### src/rtl/uart_depacketizer.sv
// uart_depacketizer: 8N1 UART receiver with centred oversampling and a show-ahead receive FIFO
module uart_depacketizer #(
    parameter int CLKS_PER_BIT = 16,
    parameter int FIFO_DEPTH = 8,
    localparam int CW = $clog2(FIFO_DEPTH) + 1
) (
    input  logic          clk,
    input  logic          rst,
    input  logic          serial_in,
    output logic [7:0]    data_out,
    output logic          data_out_valid,
    input  logic          data_ready,
    output logic          rx_busy,
    output logic          framing_error,
    output logic          overrun,
    output logic [CW-1:0] fifo_count
);
    localparam int AW = $clog2(FIFO_DEPTH);
    localparam int TW = $clog2(CLKS_PER_BIT);
    localparam logic [TW-1:0] HALF_END = TW'(CLKS_PER_BIT / 2 - 1);
    localparam logic [TW-1:0] BIT_END = TW'(CLKS_PER_BIT - 1);
    typedef enum logic [1:0] {IDLE, START, DATA, STOP} state_t;
    state_t state, state_nx;
    logic rx_m, rx_s;
    logic [TW-1:0] cnt, cnt_nx;
    logic [2:0] idx, idx_nx;
    logic [7:0] shift, shift_nx;
    logic stop_good, stop_bad;
    logic [7:0] mem [FIFO_DEPTH];
    logic [AW-1:0] wr_ptr, rd_ptr;
    logic full, pop, push;
    always_ff @(posedge clk or negedge rst) begin
        if (!rst) {rx_m, rx_s} <= 2'b11;
        else {rx_m, rx_s} <= {serial_in, rx_m};
    end
    always_ff @(posedge clk or negedge rst) begin
        if (!rst) begin
            state <= IDLE;
            cnt <= '0;
            idx <= '0;
            shift <= '0;
        end else begin
            state <= state_nx;
            cnt <= cnt_nx;
            idx <= idx_nx;
            shift <= shift_nx;
        end
    end
    always_comb begin
        state_nx = state;
        cnt_nx = cnt + 1'b1;
        idx_nx = idx;
        shift_nx = shift;
        stop_good = 1'b0;
        stop_bad = 1'b0;
        case (state)
            IDLE: begin
                cnt_nx = '0;
                if (!rx_s) state_nx = START;
            end
            START: if (cnt == HALF_END) begin
                cnt_nx = '0;
                idx_nx = '0;
                state_nx = rx_s ? IDLE : DATA;
            end
            DATA: if (cnt == BIT_END) begin
                cnt_nx = '0;
                shift_nx[idx] = rx_s;
                idx_nx = idx + 3'd1;
                if (idx == 3'd7) state_nx = STOP;
            end
            STOP: if (cnt == BIT_END) begin
                cnt_nx = '0;
                state_nx = IDLE;
                stop_good = rx_s;
                stop_bad = !rx_s;
            end
        endcase
    end
    // a pop on the stop-sample cycle frees the slot the incoming byte needs
    assign full = fifo_count == CW'(FIFO_DEPTH);
    assign data_out_valid = fifo_count != '0;
    assign pop = data_out_valid & data_ready;
    assign push = stop_good & (!full | pop);
    assign data_out = data_out_valid ? mem[rd_ptr] : 8'h00;
    assign rx_busy = state != IDLE;
    always_ff @(posedge clk) begin
        if (push) mem[wr_ptr] <= shift;
    end
    always_ff @(posedge clk or negedge rst) begin
        if (!rst) begin
            wr_ptr <= '0;
            rd_ptr <= '0;
            fifo_count <= '0;
            framing_error <= 1'b0;
            overrun <= 1'b0;
        end else begin
            wr_ptr <= wr_ptr + AW'(push);
            rd_ptr <= rd_ptr + AW'(pop);
            fifo_count <= fifo_count + CW'(push) - CW'(pop);
            framing_error <= stop_bad;
            overrun <= stop_good & full & !pop;
        end
    end
endmodule

### config.mk
export PLATFORM = sky130hd
export DESIGN_NAME = uart_depacketizer
export DESIGN_NICKNAME = d
export VERILOG_FILES = /design/src/rtl/uart_depacketizer.sv
export SDC_FILE = /design/constraint.sdc
export NUM_CORES = 1
export LEC_CHECK = 0
export ABC_AREA = 1
export BUFFER_PORTS_ARGS = -buffer_cell sky130_fd_sc_hd__buf_2
export CAP_MARGIN = 10
export CORE_MARGIN = 3
export CORE_UTILIZATION = 60
export DETAILED_ROUTE_END_ITERATION = 8
export PLACE_DENSITY = 0.78
export SLEW_MARGIN = 5
export SYNTH_ARGS = -nofsm -noshare
export SYNTH_HDL_FRONTEND = slang
export SYNTH_SLANG_ARGS = --single-unit
### constraint.sdc
create_clock -name clk -period 2.29 [get_ports clk]
set_clock_uncertainty 0.05 [all_clocks]
set_input_delay 0.229 -clock clk [delete_from_list [all_inputs] [get_ports clk]]
set_output_delay 0.229 -clock clk [all_outputs]
set_load 0.01 [all_outputs]
### After elaboration in Yosys (flattened, before gate mapping)

Memory sizes are Yosys's and may differ from the RTL's.
Index checks and enable logic that the tools add are counted.

* register bits: 31
* bits in latches: 0
* RAM bits: 64
* ROM bits: 0
* input bits: 4
* output and inout bits: 16
* memories kept: 1

* $add $sub $neg: 6
* $mul: 0
* divide/modulo/power cells: 0
* $lt $le $gt $ge: 2
* equality and inequality tests: 12
* shift operators: 0
* mux-type cells: 23
* bitwise operators: 5
* reductions and logical operators: 12

Memories
* mem: depth 8, width 8, rd ports 1, clocked after Yosys merged registers in 0, write ports 1, RTL line 29 `logic [7:0] mem [FIFO_DEPTH];`

Operators by type and width (number)
* 2-to-1 mux 2 bit: 6
* one-hot mux 4 bit (3 select lines): 1
* inequality test 2 bit, second input constant: 5
* bitwise mux 8 bit: 1
* equality test 4 bit, second input constant: 2
* 2-to-1 mux 4 bit: 2
* 2-to-1 mux 8 bit: 1
* one-hot mux 2 bit (4 select lines): 1
* 2-to-1 mux 1 bit: 7
* adder 3 x 1 -> 3 bit: 2
* 2-to-1 mux 3 bit: 2
* one-hot mux 3 bit (2 select lines): 1
* AND reduction 5 bit: 1
* adder 4 x 1 -> 4 bit: 1
* adder 4 x 1 -> 4 bit, second input constant: 1
* bitwise AND 1 bit: 4
* equality test 2 bit, second input constant: 2
* equality test 4 x 3 -> 1 bit, second input constant: 1
* < comparator 3 x 4 -> 1 bit, second input constant: 1
* nonzero test 2 bit: 2
* nonzero test 4 bit: 1
* subtractor 4 x 1 -> 4 bit: 1
* adder 3 x 1 -> 3 bit, second input constant: 1
* demux 1 bit (select 3 bit): 1
* 10 further kinds: 12

### Logic depth before layout (Yosys ltp)

* word-level depth: 6
* mapped depth: 13
* depth with buffers taken out: 13

### Worst setup path before layout

Ideal clock, no wire load.

* path kind: register -> register
* start: reg fifo_count[2]
* end: mem mem[0][0] (enable)
* library setup time: 383 ps
* arrival time: 1699 ps
* setup slack: 158 ps
* cell stages (with the launch flop): 8
* path buffers: 0
* period minus slack after synthesis: 2132 ps
* cells stage by stage: dfrtp_1 > inv_1 > ha_1 > nand2_4 > nand2_1 > nand3_2 > nand2_4 > nor3_1

* longest elaborated chain between the ends: 6
* elaborated cells between the ends (all ways): 8

RTL lines
* start: declaration: RTL line 16 `output logic [CW-1:0] fifo_count`
* start signal: assignment: RTL line 100 `fifo_count <= fifo_count + CW'(push) - CW'(pop);`
* nonzero test 4 bit: RTL line 82 `assign data_out_valid = fifo_count != '0;`
* net data_out_valid: RTL line 11 `output logic data_out_valid,`
* bitwise AND 1 bit: RTL line 83 `assign pop = data_out_valid & data_ready;`
* OR 1 bit: RTL line 84 `assign push = stop_good & (!full | pop);`
* bitwise AND 1 bit: RTL line 84
* 2-to-1 mux 1 bit: RTL line 88 `if (push) mem[wr_ptr] <= shift;`
* 2-to-1 mux 1 bit (implied by the code): RTL line 88
* end: declaration: RTL line 29

The timed path passes the listed nets, and every way through them passes these cells.

### Worst setup path in the final report

* start: reg cnt[0]
* end: mem mem[0][2] (enable)

* longest elaborated chain between the ends: 6

RTL lines
* start: declaration: RTL line 25 `logic [TW-1:0] cnt, cnt_nx;`
* start signal: assignment: RTL line 44 `cnt <= cnt_nx;`
* equality test 4 bit: RTL line 72 `STOP: if (cnt == BIT_END) begin`
* 2-to-1 mux 1 bit: RTL line 72
* 2-to-1 mux 1 bit: RTL line 56 `case (state)`
* bitwise AND 1 bit: RTL line 84
* 2-to-1 mux 1 bit: RTL line 88
* 2-to-1 mux 1 bit (implied by the code): RTL line 88

No other way between the ends.

==> results.toml <==
[outcome]
outcome = "complete, no violations"

[critical_path]
max_stage_delay_ns = 0.41
crit_buf_inv = 2
required_ns = 2.30
crit_family = "simple AND/OR/NAND/NOR gates"
cpMostUsedCell = "buf_4"
worstSetupPathType = "flip-flop to flip-flop"
startpoint_type = "flip-flop"
cp_cell_sequence = "ha_4, nand3_4, nor3_4, nand2_4, buf_4, nor3_1, buf_4"
arrival_ns = 2.16
cp_slowest_cell = "dfrtp_1"
endpoint_kind = "flip-flop"
crit_fanout = 6

[placement]
placed_cell_area_mm2 = 0.004310
port_buffers = 19
dp_hpwl_mm = 5.044
routabilityCongestion = 0.8594

[power]
leakagePower_nw = 1.922
powerDensity_mw_per_mm2 = 1070
vdd_ir_drop_max_uv = 675.7

[layout]
drive_above_1_share_pct = 17.29
fin_area_mm2 = 0.004604
final_cell_mix = "67 x nor2_1, 64 x edfxtp_1, 42 x nand2_1"
fin_util_pct = 71.29
antenna_cells = 0
final_nets = 411
area_growth_pct = 13.69
final_common_cell = "nor2_1"

[sta]
max_slew_margin_pct = 53.99
worst_hold_slack_ns = 0.2143
max_freq_mhz = 463.7
final.period_utilization_pct = 94.17
setup_viol = 0
tightestPinTransition_ns = 0.6902
finalHoldViolations = 0
fin_crit_ns = 2.156
maxSlewViolCount = 0

[floorplanning]
die-area_mm2 = 0.007772
coreArea_mm2 = 0.006459
io_pins = 20
die_height_um = 88.16
num_rows = 29
fp.dieW_um = 88.16
initial_core_util_pct = 62.71

[logic_synthesis]
yosysTopAreaCellShare_pct = 47.45
synth.area.top_cells = "edfxtp_1 47%, dfrtp_1 18%, nor2_1 6.2%"
ys_ff_latch = 95
synth_edf_count = 64
synthDistinctLibCells = 32
synth-seq-area-share_pct = 66.67
synth.yosys.warnings = 0
synth_flop_cell = "edfxtp_1"
syn-num-nets = 370
avgSynthCellArea_um2 = 11.47
synthArstFlopShare_pct = 32.63
syn_area_mm2 = 0.004050
netlist_instances = 353
synth.largest_area_cell = "edfxtp_1"

[routing]
routed_via_density = 5.595
firstDrtPassIters = 4
drt-total-wl_mm = 7.577
drc = 0
drt_iter0_markers = 177
vias = 2663
drtAntennaViolNets = 0
wl_per_cell_um = 15.92

[clock_network]
clk_pin_slew_worst_paths_ns = 0.08
numCtsBuffers = 9
clockRootBuffer = "clkbuf_8"
htreeDepth = 3
cts_tree = "yes"
cts_sinks = 95
clk_latency_ns = 0.35
clk_path_buf_depth = 2

[grt]
grt_usage_pct = 20.68
antenna_found_initial = 0
grt_pass1_wl_mm = 11.77
grt_max_degree = 34
grt_pass1_vias = 2458
grt-ovfl-total = 0

[hold_path]
min_path_type = "primary input to flip-flop"

[run]
maxCapViolCount = 0
flip-flops by register name (all words and copies together) (netlist names), named ones only:
signal and cells:
wr_ptr 3, idx 3, state 1, fifo_count 4
overrun 1, mem 64, cnt 4, shift 8
rx_s 1, framing_error 1, rx_m 1, rd_ptr 3
layout make-up:
cell class	count	area, µm²
clock inverters	5	82.58
well taps	77	96.34
repair buffers	40	270.3
clock buffers	11	141.4
flip-flops and latches	95	2700
fillers	469	1854
inverters	26	97.59
multi-input cells	222	1216
worst register-to-register path: stages (launching register included):
cell and delay [ns]:
dfrtp_1 0.41, ha_4 0.18, nand3_4 0.13, nor3_4 0.24
nand2_4 0.09, buf_4 0.15, nor3_1 0.35, buf_4 0.27
metrics by stage:
step                      setup WS (ns)  cells  power (W)   TNS, ns
after floorplan                  0.1576    353   0.003236         0
after global placement           0.1723    453   0.003680         0
after detailed placement         0.1066    453   0.003738         0
after CTS                       0.09724    471   0.004930         0
after global routing           -0.01506    476   0.005262  -0.02836
final                            0.1336    476   0.004926         0
layer usage:
layer | vias up | track usage, % | routed length (µm)
met5 | - | 0 | 0
met4 | 0 | 9.615 | 94
met3 | 11 | 2.822 | 305
met2 | 54 | 35.35 | 3961
met1 | 1294 | 26.20 | 3216
li1 | 1304 | - | -
logic make-up after synthesis:
logic type	after synthesis	synth area share, %
DFF	95	66.67
adders and majority gates	13	4.201
buffers and inverters	36	3.614
AOI/OAI and AO/OA	63	8.588
xor gates and xnor gates	5	1.081
and+or+nand+nor	141	15.85
cell usage after synthesis, types with 2 or more instances:
library cell	n
nor2_1	67
o21ai_1	8
dfrtp_1	29
nand2_4	3
nor3_1	9
ha_1	12
inv_2	2
nand3_1	9
o211ai_1	8
a21oi_1	2
o22ai_1	8
xnor2_1	3
inv_1	24
o21ai_0	36
nand2_1	42
edfxtp_1	64
dfstp_2	2
buf_2	8
xor2_1	2
nor2_4	3
path summary, 6_finish.rpt:
| kind | startpoint | to | slack, ns | cells after the start |
|---|---|---|---|---|
| min in group asynchronous | rst | fifo_count[2] | 0.41 | 2 |
| worst max-delay path | cnt[0] | mem[0][2] | 0.13 | 7 |
| worst min-delay path | data_ready | overrun | 0.21 | 4 |
| worst min register to register | rx_m | rx_s | 0.31 | 0 |
| worst max register to register | cnt[0] | mem[0][2] | 0.13 | 7 |
| max in group asynchronous | rst | shift[3] | 1.33 | 2 |
power by group:
part           leakage [nW]  internal (W)  total, W  switching (W)
clock                 0.113      0.000647   0.00119       0.000547
sequential             1.01       0.00193   0.00211       0.000184
combinational         0.798      0.000655   0.00162       0.000967
timing repair:
action / in CTS / in global routing
hold buffers: 2 / 0
endpoints found under the hold margin: 30 / 0
resized for setup: 0 / 2
setup buffers: 0 / 5
endpoints found under the setup margin: 0 / 2
Power figures use the tool's default switching activity.
